===== src/rtl/alu_pkg.sv =====
// Shared definitions for the ALU issue controller: opcodes, condition codes,
// instruction field positions and the controller state encoding.
package alu_pkg;

  localparam logic [3:0] OP_ADD = 4'b0000;
  localparam logic [3:0] OP_SUB = 4'b0001;
  localparam logic [3:0] OP_MUL = 4'b0010;
  localparam logic [3:0] OP_AND = 4'b0011;
  localparam logic [3:0] OP_ORR = 4'b0100;
  localparam logic [3:0] OP_EOR = 4'b0101;
  localparam logic [3:0] OP_MOV = 4'b0110;
  localparam logic [3:0] OP_SHF = 4'b0111;
  localparam logic [3:0] OP_CMP = 4'b1000;
  localparam logic [3:0] OP_LDR = 4'b1101;
  localparam logic [3:0] OP_STR = 4'b1110;

  localparam logic [3:0] COND_EQ = 4'b0000;
  localparam logic [3:0] COND_NE = 4'b0001;
  localparam logic [3:0] COND_CS = 4'b0010;
  localparam logic [3:0] COND_CC = 4'b0011;
  localparam logic [3:0] COND_MI = 4'b0100;
  localparam logic [3:0] COND_PL = 4'b0101;
  localparam logic [3:0] COND_VS = 4'b0110;
  localparam logic [3:0] COND_VC = 4'b0111;
  localparam logic [3:0] COND_HI = 4'b1000;
  localparam logic [3:0] COND_LS = 4'b1001;
  localparam logic [3:0] COND_GE = 4'b1010;
  localparam logic [3:0] COND_LT = 4'b1011;
  localparam logic [3:0] COND_GT = 4'b1100;
  localparam logic [3:0] COND_LE = 4'b1101;
  localparam logic [3:0] COND_AL = 4'b1110;
  localparam logic [3:0] COND_NV = 4'b1111;

  localparam int COND_LSB = 28;
  localparam int OPC_LSB  = 24;
  localparam int S_BIT    = 23;
  localparam int RD_LSB   = 19;
  localparam int RN_LSB   = 15;
  localparam int RM_LSB   = 11;
  localparam int SRC_LSB  = 8;
  localparam int SRB_LSB  = 3;

  typedef enum logic [1:0] {
    IDLE = 2'b00,
    EXEC = 2'b01,
    WB   = 2'b10
  } state_e;

  // Opcodes the ALU implements; anything else retires as illegal.
  function automatic logic op_is_legal(input logic [3:0] op);
    logic legal;
    case (op)
      OP_ADD, OP_SUB, OP_MUL, OP_AND, OP_ORR, OP_EOR, OP_MOV, OP_SHF,
      OP_CMP, OP_LDR, OP_STR: legal = 1'b1;
      default:                legal = 1'b0;
    endcase
    return legal;
  endfunction

endpackage


===== src/rtl/alu_cond_eval.sv =====
// Combinational condition-code check of cond[3:0] against flags {N,Z,C,V}.
module alu_cond_eval
  import alu_pkg::*;
(
  input  logic [3:0] cond,
  input  logic [3:0] flags,
  output logic       pass
);

  logic n_s, z_s, c_s, v_s;
  assign {n_s, z_s, c_s, v_s} = flags;

  // Condition decode
  always_comb begin
    pass = 1'b0;
    case (cond)
      COND_EQ: pass = z_s;
      COND_NE: pass = !z_s;
      COND_CS: pass = c_s;
      COND_CC: pass = !c_s;
      COND_MI: pass = n_s;
      COND_PL: pass = !n_s;
      COND_VS: pass = v_s;
      COND_VC: pass = !v_s;
      COND_HI: pass = c_s && !z_s;
      COND_LS: pass = !c_s || z_s;
      COND_GE: pass = (n_s == v_s);
      COND_LT: pass = (n_s != v_s);
      COND_GT: pass = !z_s && (n_s == v_s);
      COND_LE: pass = z_s || (n_s != v_s);
      COND_AL: pass = 1'b1;
      COND_NV: pass = 1'b0;
      default: pass = 1'b0;
    endcase
  end

endmodule


===== src/rtl/alu_issue_ctrl.sv =====
// Multi-cycle issue controller for the shared ALU (IDLE -> EXEC -> WB).
// Optional build macro ALU_MUL_MULTICYCLE_EN stretches EXEC to MUL_LAT cycles for multiply.
module alu_issue_ctrl
  import alu_pkg::*;
#(
  parameter int XLEN = 32
`ifdef ALU_MUL_MULTICYCLE_EN
  , parameter int MUL_LAT = 3
`endif
) (
  input  logic            clk,
  input  logic            rst_n,
  input  logic            instr_valid,
  output logic            instr_ready,
  input  logic [31:0]     instr,
  output logic [3:0]      rf_addr_a,
  output logic [3:0]      rf_addr_b,
  input  logic [XLEN-1:0] rf_data_a,
  input  logic [XLEN-1:0] rf_data_b,
  output logic [XLEN-1:0] alu_in1,
  output logic [XLEN-1:0] alu_in2,
  output logic [3:0]      alu_opcode,
  output logic [2:0]      alu_sr_cont,
  output logic [4:0]      alu_sr_bit,
  output logic            alu_s,
  output logic [15:0]     alu_imm,
  input  logic [XLEN-1:0] alu_out,
  input  logic [3:0]      alu_flags,
  output logic            wb_valid,
  input  logic            wb_ready,
  output logic [3:0]      wb_addr,
  output logic [XLEN-1:0] wb_data,
  output logic            wb_store,
  output logic [3:0]      flags_q,
  output logic            skipped,
  output logic            illegal,
  output logic            busy
);

  state_e            state_r;
  logic [XLEN-1:0]   alu_in1_r, alu_in2_r, wb_data_r;
  logic [3:0]        alu_opcode_r, wb_addr_r, flags_r;
  logic [2:0]        alu_sr_cont_r;
  logic [4:0]        alu_sr_bit_r;
  logic [15:0]       alu_imm_r;
  logic              alu_s_r, is_cmp_r, wb_valid_r, wb_store_r;
  logic              skipped_r, illegal_r;

  logic [3:0]        cond_s, opc_s;
  logic              cond_pass_s, accept_s, is_cmp_s, exec_done_s;

  assign cond_s    = instr[COND_LSB +: 4];
  assign opc_s     = instr[OPC_LSB +: 4];
  assign is_cmp_s  = (opc_s == OP_CMP);
  assign rf_addr_a = instr[RN_LSB +: 4];
  assign rf_addr_b = instr[RM_LSB +: 4];

  assign instr_ready = (state_r == IDLE) && rst_n;
  assign accept_s    = instr_valid && instr_ready;
  assign busy        = (state_r != IDLE);

  alu_cond_eval u_cond (
    .cond  (cond_s),
    .flags (flags_r),
    .pass  (cond_pass_s)
  );

`ifdef ALU_MUL_MULTICYCLE_EN
  localparam int CNT_W = (MUL_LAT > 1) ? $clog2(MUL_LAT) : 1;
  logic [CNT_W-1:0] mul_cnt_r;

  // Multiply latency down-counter; loaded at issue, EXEC ends when it reaches zero
  always_ff @(posedge clk) begin
    if (!rst_n) begin
      mul_cnt_r <= {CNT_W{1'b0}};
    end else if (accept_s && (opc_s == OP_MUL)) begin
      mul_cnt_r <= CNT_W'(MUL_LAT - 1);
    end else if ((state_r == EXEC) && (mul_cnt_r != {CNT_W{1'b0}})) begin
      mul_cnt_r <= mul_cnt_r - CNT_W'(1);
    end else begin
      mul_cnt_r <= mul_cnt_r;
    end
  end

  assign exec_done_s = (mul_cnt_r == {CNT_W{1'b0}});
`else
  assign exec_done_s = 1'b1;
`endif

  // Issue FSM with all datapath and status registers
  always_ff @(posedge clk) begin
    if (!rst_n) begin
      state_r       <= IDLE;
      alu_in1_r     <= {XLEN{1'b0}};
      alu_in2_r     <= {XLEN{1'b0}};
      alu_opcode_r  <= 4'b0000;
      alu_sr_cont_r <= 3'b000;
      alu_sr_bit_r  <= 5'b00000;
      alu_s_r       <= 1'b0;
      alu_imm_r     <= 16'h0000;
      is_cmp_r      <= 1'b0;
      wb_valid_r    <= 1'b0;
      wb_addr_r     <= 4'b0000;
      wb_data_r     <= {XLEN{1'b0}};
      wb_store_r    <= 1'b0;
      flags_r       <= 4'b0000;
      skipped_r     <= 1'b0;
      illegal_r     <= 1'b0;
    end else begin
      skipped_r <= 1'b0;
      illegal_r <= 1'b0;
      case (state_r)
        IDLE: begin
          if (accept_s) begin
            if (!cond_pass_s) begin
              skipped_r <= 1'b1;
            end else if (!op_is_legal(opc_s)) begin
              illegal_r <= 1'b1;
            end else begin
              alu_in1_r     <= rf_data_a;
              alu_in2_r     <= rf_data_b;
              alu_opcode_r  <= is_cmp_s ? OP_SUB : opc_s;
              alu_s_r       <= instr[S_BIT] || is_cmp_s;
              alu_sr_cont_r <= instr[SRC_LSB +: 3];
              alu_sr_bit_r  <= instr[SRB_LSB +: 5];
              alu_imm_r     <= instr[15:0];
              is_cmp_r      <= is_cmp_s;
              wb_addr_r     <= instr[RD_LSB +: 4];
              wb_store_r    <= (opc_s == OP_STR);
              state_r       <= EXEC;
            end
          end
        end
        EXEC: begin
          if (exec_done_s) begin
            wb_data_r <= alu_out;
            if (alu_s_r) begin
              flags_r <= alu_flags;
            end
            if (is_cmp_r) begin
              state_r <= IDLE;
            end else begin
              wb_valid_r <= 1'b1;
              state_r    <= WB;
            end
          end
        end
        WB: begin
          // Result and address hold until the consumer takes them
          if (wb_ready) begin
            wb_valid_r <= 1'b0;
            state_r    <= IDLE;
          end
        end
        default: begin
          wb_valid_r <= 1'b0;
          state_r    <= IDLE;
        end
      endcase
    end
  end

  assign alu_in1     = alu_in1_r;
  assign alu_in2     = alu_in2_r;
  assign alu_opcode  = alu_opcode_r;
  assign alu_sr_cont = alu_sr_cont_r;
  assign alu_sr_bit  = alu_sr_bit_r;
  assign alu_s       = alu_s_r;
  assign alu_imm     = alu_imm_r;
  assign wb_valid    = wb_valid_r;
  assign wb_addr     = wb_addr_r;
  assign wb_data     = wb_data_r;
  assign wb_store    = wb_store_r;
  assign flags_q     = flags_r;
  assign skipped     = skipped_r;
  assign illegal     = illegal_r;

endmodule


===== config.mk =====
export PLATFORM = sky130hd
export DESIGN_NAME = alu_issue_ctrl
export DESIGN_NICKNAME = d
export VERILOG_FILES = /design/src/rtl/alu_pkg.sv /design/src/rtl/alu_cond_eval.sv /design/src/rtl/alu_issue_ctrl.sv
export SDC_FILE = /design/constraint.sdc
export NUM_CORES = 1
export LEC_CHECK = 0
export ABC_AREA = 1
export CELL_PAD_IN_SITES_DETAIL_PLACEMENT = 1
export CELL_PAD_IN_SITES_GLOBAL_PLACEMENT = 1
export CORE_MARGIN = 5
export CORE_UTILIZATION = 29
export CTS_CLUSTER_DIAMETER = 150
export DETAILED_ROUTE_END_ITERATION = 16
export PLACE_DENSITY = 0.88
export SLEW_MARGIN = 40
export SYNTH_ARGS = -nofsm -noshare
export SYNTH_HDL_FRONTEND = slang
export SYNTH_SLANG_ARGS = --single-unit

===== constraint.sdc =====
create_clock -name clk -period 4.9 [get_ports clk]
set_input_delay 0.98 -clock clk [delete_from_list [all_inputs] [get_ports clk]]
set_output_delay 0.98 -clock clk [all_outputs]
set_load 0.005 [all_outputs]

# Word level (Yosys, flattened, before mapping)
# Memories as Yosys holds them, arrays and structs flattened.
# Cells that the tools add are included.
# op_classes
eq_ne	26
mux	17
bitwise	1
reduce_logical	20
# op_table
operator	count
4-bit equality test (second input constant)	10
4-bit by 3-bit equality test with 1-bit output (second input constant)	4
1-bit one-hot mux with 16 select lines	1
4-bit AND reduction	3
2-bit two-way mux	5
4-bit by 2-bit equality test with 1-bit output (second input constant)	2
1-bit two-way mux	8
2-bit inequality test (second input constant)	4
2-bit one-hot mux with 3 select lines	1
3-bit AND reduction	2
4-bit by 1-bit equality test with 1-bit output (second input constant)	1
1-bit logical AND	4
1-bit logical NOT	4
4-bit logical NOT	1
4-bit two-way mux	1
1-bit logical OR	3
1-bit one-hot mux with 3 select lines	1
2-bit by 1-bit equality test with 1-bit output (second input constant)	1
2-bit equality test (second input constant)	1
2-bit logical NOT	1
2-bit by 1-bit inequality test with 1-bit output (second input constant)	1
2-bit AND reduction	1
2-bit nonzero test	1
1-bit equality test	1
other kinds (2)	2
# totals
reg_bits	140
romBits	16
input_bits	136
output_inout_bits	147
wordCells	81
memories	1
# mem_list
memory	depth	width	rd	rd_clocked_by_memory_dff	write_ports	line_no	source
(no name shown)	16	1	1	0	0	alu_pkg.sv:52	case (op)

# Logic depth before layout (Yosys ltp)
# Gate-level depths: netlist (run 1).
# depth
word_depth	11
ltp_mapped	15

# By module
# A second synthesis (run 1) with hierarchy kept.
# unflattened
cells_unflattened	826
area_unflattened_um2	5597.9
# by_module_without_submodules
module	n_inst	cells_per_inst	area_each_um2
alu_issue_ctrl	1	781	5392.7
alu_cond_eval	1	45	205.2

# Least setup slack after synthesis (run 1)
# Ideal clock, no wire load.
# synth_path
kind	in2out
start	input rst_n
end	output instr_ready
t_arrival_ns	1.352
t_required_ns	3.920
path_slack_ns	2.568
cell_stages	3
path_buffers	1
cell_sequence	buf_2 inv_1 nor2_1
# synth_between
elab_chain_len	1
# synth_lines
element	line_no	source
from (decl)	alu_issue_ctrl.sv:12	input logic rst_n,
1-bit logical AND	alu_issue_ctrl.sv:58	assign instr_ready = (state_r == IDLE) && rst_n;
to (decl)	alu_issue_ctrl.sv:14	output logic instr_ready,
# No other way between the ends.

# Worst setup path after layout (run 1)
# layout_path
start	input instr[28]
end	register alu_in2_r[16] (netlist: alu_in2[16])
# layout_between
elab_chain_len	3
# layout_lines
element	line_no	source
from (decl)	alu_issue_ctrl.sv:15	input logic [31:0] instr,
4-bit equality test, or another cell as far along	alu_cond_eval.sv:16	case (cond)
1-bit one-hot mux with 16 select lines (*)	alu_cond_eval.sv:16	
4-bit AND reduction (no source line) (*)	n/a	
to (signal assigned)	alu_issue_ctrl.sv:95	alu_in2_r <= {XLEN{1'b0}};
to (signal assigned)	alu_issue_ctrl.sv:121	alu_in2_r <= rf_data_b;
to (decl)	alu_issue_ctrl.sv:41	logic [XLEN-1:0] alu_in1_r, alu_in2_r, wb_data_r;
# Every way passes the cells marked *; elsewhere a longest branch is shown, timed or not.
# A chain may end at the register's enable or synchronous reset.

==> impl_metrics.tcl, run 1 <==
set metrics [dict create \
    timing.hold.ws_ns 0.503 \
    hold_violations 0 \
    core_area_sq_mm 0.0188 \
    startpoint_type "input pin" \
    period_share_pct 64.9 \
    syn-num-nets 966 \
    worst_slew_pin_slew_ns 0.794 \
    synthCells 828 \
    drive_gt1_share_pct 4.15 \
    grt_pass1_wl_mm 29.8 \
    clk_path_buf_depth 2 \
    cts_root_buffer "clkbuf_16" \
    hold_class "reg -> reg" \
    place_congestion 0.766 \
    required_ns 5.25 \
    seq_area_frac_synth_pct 47.7 \
    synth_area_sq_mm 0.00554 \
    drc_errors 0 \
    vias 5694 \
    dr.pass1.iters 4 \
    avgViaCountPerCell 4.31 \
    power_density_mw_per_mm2 320 \
    std_cell_rows 50 \
    ys_seq_elements 132 \
    port_buffers 276 \
    die_w_microns 148 \
    grt_pass1_vias 5985 \
    cts.sinks 132 \
    switching_power_uw 728 \
    avgSynthCellArea_sq_um 6.69 \
    path_cells "clkdlybuf4s50_1 > inv_2 > a21oi_1 > nand2_1 > nand2_1 > nand2_1 > nand3_1 > nand2_1 > nand2_1 > nand4_4 > buf_4 > nand2_1 > nand2_1 > nor2_1" \
    dieArea_sq_mm 0.0219 \
    detail_route.iter0.violations 106 \
    fmax_ghz 0.314 \
    path_max_fanout 46 \
    wire_per_inst_microns 14.3 \
    critPathCaptureType "flip-flop" \
    outcome "finished, final reports clean" \
    fillers 2388 \
    clkTransAtPathRegs_ns 0.06 \
    synth_top_area_share_pct 47.7 \
    cpMaxStageDelayCell "clkdlybuf4s50_1" \
    die_h_microns 148 \
    power_frac_seq_pct 40.9 \
    clock_latency_ns 0.42 \
    fin_setup_tns_ns 0 \
    cts_tree "yes" \
    num_io_pins 283 \
    yosys-top-cells-area "dfxtp_1 48%, nor2_1 17%, nand2_1 14%, inv_1 7.4%, o21ai_0 3.3%" \
    ant_nets 0 \
    cellInternalPower_uw 2110 \
    r2r_slack_ns 2.42 \
    rsz0062_at_grt "false" \
    maxSlewHeadroom_pct 47.0 \
    h-tree-depth 4 \
    final-setup-viol-count 0 \
    p_sw_share_pct 25.6 \
    peakVddDrop_mv 0.223 \
    grt_antenna_before_repair 0 \
    synthDistinctLibCells 25 \
    min_period_ns 3.18 \
    cts_resized 0 \
    clock_skew_ns 0.00872 \
    cap_violations 0 \
    p_clk_share_pct 44.4 \
    syn_to_final_growth_pct 60.3 \
    grt_max_degree 103 \
    hpwl_mm 13.9 \
    leakage_uw 0.00417 \
    worst_ep_arrival_time_ns 3.53 \
    totalWireLength_mm 18.8 \
    cpMostUsedCell "nand2_1" \
    crit_type "in -> reg" \
    cts-buffers-inserted 17 \
    gr-total-overflow 0 \
    cts_setup_buffers 0 \
    fin_nets 1210 \
    yosys_warnings 0 \
    grt_usage_pct 16.7 \
    cpPeakStageDelay_ns 0.60 \
    cts-hold-fix-buffers 0 \
    pwr-share-comb_pct 14.8 \
    start_util_pct 29.5 \
    synth_top_cell_by_area "dfxtp_1" \
    slew_violations 0 \
]
## cell families after synthesis
logic type / count (synthesis) / share of synthesized area (%)
and+or+nand+nor: 475 / 32.8
DFF: 132 / 47.7
buffers and inverters: 168 / 14.1
adders and majority gates: 2 / 0.452
AOI/OAI and AO/OA: 51 / 4.86
## per-layer routing
metal	vias to the layer above	part of all wire (%)	wire length [microns]	global-route usage (%)
met4	0	1.6	294	4.94
li1	2894	-	-	-
met3	23	11	2110	8.71
met2	200	48	9050	29.6
met1	2577	39	7380	17.2
met5	-	0	0	0
## worst max-delay path: cells and delay by family
kind / cells / cell delay, ns
and+or+nand+nor: 10 / 1.21
buffers and inverters: 3 / 1.18
AOI/OAI and AO/OA: 1 / 0.13
## worst paths after layout
check,start,cells after the start,endpoint
worst min-delay path,wb_valid$_SDFFE_PN0P_,2,wb_valid$_SDFFE_PN0P_
worst max register to register,flags_q[3]$_SDFFE_PN0P_,13,alu_in2[16]$_SDFFE_PN0P_
worst min register to register,wb_valid$_SDFFE_PN0P_,2,wb_valid$_SDFFE_PN0P_
worst max-delay path,instr[28],14,alu_in2[16]$_SDFFE_PN0P_
## synthesized netlist by cell type, drive strengths merged
library cell,instances
clkbuf,19
buf,37
and3,1
nand2,210
a21boi,1
a21oi,8
or2,2
dfxtp,132
nand4,1
inv,112
nand3b,1
a221oi,1
ha,2
nand3,6
nor2,252
o211ai,1
o21ai,38
nor3,2
o21bai,2
## power by group through the flow
stage	combinational (uW)	clock [uW]	sequential (uW)
final	419	1260	1160
after global routing	464	1350	1170
after CTS	429	1300	1160
after detailed placement	424	0	1180
after global placement	412	0	1180
after floorplan	157	0	1190
## through the flow
| step | total power [uW] | instance area, sq um | std cells | setup WS (ns) | utilization [%] |
|---|---|---|---|---|---|
| 2_1_floorplan | 1340 | 5540 | 828 | 2.57 | - |
| 3_3_place_gp | 1590 | 8290 | 1287 | 1.31 | 44.2 |
| 3_5_place_dp | 1610 | 8290 | 1287 | 1.23 | 44.2 |
| 4_1_cts | 2890 | 8870 | 1319 | 1.66 | 47.3 |
| 5_1_grt | 2980 | 8870 | 1319 | 1.44 | 47.3 |
| 6_report | 2840 | 8870 | 1320 | 1.72 | 47.3 |
## flip-flops by register name, summed over array words and instances, names as in the netlist, 2 cells and up
register	count
flags_q	4
alu_imm	10
state_r	2
alu_in2	32
wb_data	32
wb_addr	4
alu_sr_cont	2
alu_in1	32
alu_sr_bit	4
alu_opcode	4
## cell type report
cell class / instances / area [sq um] / share of cell area [%]
Clock inverter: 12 / 120 / 1.35
Antenna cell: 1 / 2.50 / 0.0282
Timing Repair Buffer: 281 / 2810 / 31.7
Clock buffer: 20 / 457 / 5.15
Sequential cell: 132 / 2640 / 29.8
Multi-Input combinational cell: 528 / 2120 / 23.9
Tap cell: 234 / 293 / 3.30
Inverter: 112 / 420 / 4.74
## placed cells by master, fill, tap and decap left out, types with 2 or more instances in the layout
cell type / synthesis / final
a21oi_1: 8 / 8
buf_4: 19 / 4
clkbuf_16: 0 / 17
clkbuf_8: 0 / 2
clkdlybuf4s50_1: 0 / 275
clkinv_4: 0 / 3
clkinvlp_4: 0 / 2
dfxtp_1: 132 / 132
ha_1: 2 / 2
inv_1: 109 / 108
inv_2: 3 / 4
inv_6: 0 / 5
nand2_1: 210 / 210
nand3_1: 6 / 6
nor2_1: 252 / 251
o21ai_0: 36 / 36
o21ai_1: 2 / 2
o21bai_1: 2 / 2
No activity file was read; power rests on OpenSTA's default activity.
==> inputs of run 2 (changes only) <==
--- a/config.mk
+++ b/config.mk
@@ -9,10 +9,10 @@
 export CELL_PAD_IN_SITES_DETAIL_PLACEMENT = 1
 export CELL_PAD_IN_SITES_GLOBAL_PLACEMENT = 1
 export CORE_MARGIN = 5
-export CORE_UTILIZATION = 29
+export CORE_UTILIZATION = 27
 export CTS_CLUSTER_DIAMETER = 150
 export DETAILED_ROUTE_END_ITERATION = 16
-export PLACE_DENSITY = 0.88
+export PLACE_DENSITY = 0.83
 export SLEW_MARGIN = 40
 export SYNTH_ARGS = -nofsm -noshare
 export SYNTH_HDL_FRONTEND = slang
==> constraint.sdc (replaced) <==
create_clock -name clk -period 2.94 [get_ports clk]
set_input_delay 0.588 -clock clk [delete_from_list [all_inputs] [get_ports clk]]
set_output_delay 0.588 -clock clk [all_outputs]
set_load 0.005 [all_outputs]
==> impl_metrics.tcl, run 2 (synthesis results as in run 1) <==
set metrics [dict create \
    port_buffers 276 \
    maxSlewHeadroom_pct 56.8 \
    cts-hold-fix-buffers 0 \
    grt_max_degree 96 \
    wire_per_inst_microns 14.0 \
    avgViaCountPerCell 4.19 \
    clkTransAtPathRegs_ns 0.06 \
    vias 5668 \
    worst_slew_pin_slew_ns 0.648 \
    ant_nets 0 \
    syn_to_final_growth_pct 63.0 \
    peakVddDrop_mv 0.371 \
    cpPeakStageDelay_ns 0.55 \
    clock_latency_ns 0.41 \
    startpoint "rst_n" \
    fin_setup_tns_ns 0 \
    h-tree-depth 4 \
    gr-total-overflow 0 \
    detail_route.iter0.violations 147 \
    die_h_microns 153 \
    r2r_cells 14 \
    core_area_sq_mm 0.0202 \
    grt_antenna_before_repair 0 \
    leakage_uw 0.00422 \
    rsz0062_at_grt "false" \
    final-setup-viol-count 0 \
    final_cell_mix "275 x clkdlybuf4s50_1, 252 x nor2_1, 210 x nand2_1" \
    grt_pass1_wl_mm 30.2 \
    drive_gt1_share_pct 3.97 \
    path_cells "buf_4 > inv_1 > nor2_1 > clkdlybuf4s50_1" \
    cts_setup_buffers 0 \
    clk_path_buf_depth 2 \
    num_io_pins 283 \
    hold_violations 0 \
    drc_errors 0 \
    fin_nets 1210 \
    grt_usage_pct 15.8 \
    outcome "finished, final reports clean" \
    r2r-start "flags_q[3]$_SDFFE_PN0P_" \
    die_w_microns 153 \
    totalWireLength_mm 18.9 \
    startpoint_type "input pin" \
    std_cell_rows 52 \
    required_ns 2.35 \
    period_share_pct 76.1 \
    hold_class "reg -> reg" \
    power_density_mw_per_mm2 565 \
    dr.pass1.iters 4 \
    start_util_pct 27.4 \
    cts_root_buffer "clkbuf_16" \
    slew_violations 0 \
    fillers 2514 \
    cpMaxStageDelayCell "clkdlybuf4s50_1" \
    dieArea_sq_mm 0.0235 \
    fin_cells 1354 \
    critPathCaptureType "primary output" \
    crit_type "in -> out" \
    cap_violations 0 \
    fmax_ghz 0.447 \
    grt_pass1_vias 5940 \
    num_antenna_cells 0 \
    min_period_ns 2.24 \
    path_max_fanout 21 \
    fin_util_pct 44.6 \
    worst_ep_arrival_time_ns 1.65 \
    cts_tree "yes" \
    crit-reg2reg-capture "alu_in1[3]$_SDFFE_PN0P_" \
    cts-buffers-inserted 17 \
    final_common_cell "clkdlybuf4s50_1" \
    crit_end "instr_ready" \
    place_congestion 0.791 \
    dp.cells 1323 \
    cts.sinks 132 \
    cts_resized 0 \
    clock_skew_ns 0.00796 \
    r2r_slack_ns 1.06 \
    hpwl_mm 14.1 \
]
[run 2: worst min-delay path by stage]
stage                                from                    end  slack [ns]  cells past startpoint
floorplan           wb_valid$_SDFFE_PN0P_  wb_valid$_SDFFE_PN0P_        0.46                      2
finish              wb_valid$_SDFFE_PN0P_  wb_valid$_SDFFE_PN0P_        0.48                      2
detailed placement  wb_valid$_SDFFE_PN0P_  wb_valid$_SDFFE_PN0P_        0.48                      2
global route        wb_valid$_SDFFE_PN0P_  wb_valid$_SDFFE_PN0P_        0.54                      2
global placement    wb_valid$_SDFFE_PN0P_  wb_valid$_SDFFE_PN0P_        0.48                      2
CTS                 wb_valid$_SDFFE_PN0P_  wb_valid$_SDFFE_PN0P_        0.49                      2
[run 2: report_power, final]
part | internal, uW | switching [uW]
Clock | 1640 | 823
Sequential | 1880 | 49.2
Combinational | 408 | 290
Total | 3930 | 1160
[run 2: final cells by class]
| class | count | area (sq um) | area share (%) |
|---|---|---|---|
| repair buffers | 281 | 2820 | 31.3 |
| flip-flops and latches | 132 | 2640 | 29.3 |
| multi-input cells | 528 | 2120 | 23.5 |
| clock buffers | 20 | 457 | 5.06 |
| inverters | 112 | 420 | 4.66 |
| well taps | 270 | 338 | 3.74 |
| clock inverters | 11 | 223 | 2.47 |
[run 2: stage by stage]
step / total power, uW / setup WS [ns] / instance area (sq um) / hold WS (ns)
finish: 5100 / 0.703 / 9020 / 0.485
global route: 5340 / 0.507 / 9020 / 0.535
CTS: 5190 / 0.679 / 9020 / 0.487
detailed placement: 2680 / 0.282 / 8340 / 0.477
global placement: 2660 / 0.359 / 8340 / 0.477
floorplan: 2240 / 1.11 / 5540 / 0.463
[run 2: metal layers]
| layer | up-vias | part of all wire [%] | GRT usage [%] | wire (microns) |
|---|---|---|---|---|
| met1 | 2557 | 40 | 17.1 | 7510 |
| li1 | 2889 | - | - | - |
| met3 | 20 | 11 | 7.94 | 2170 |
| met5 | - | 0 | 0 | 0 |
| met4 | 0 | 1.2 | 4.33 | 226 |
| met2 | 202 | 48 | 27.4 | 9030 |
[run 2: worst max-delay path, delay by kind of cell]
kind,cells,cell delay (ns)
simple gates,1,0.16
buf+inv,3,0.90
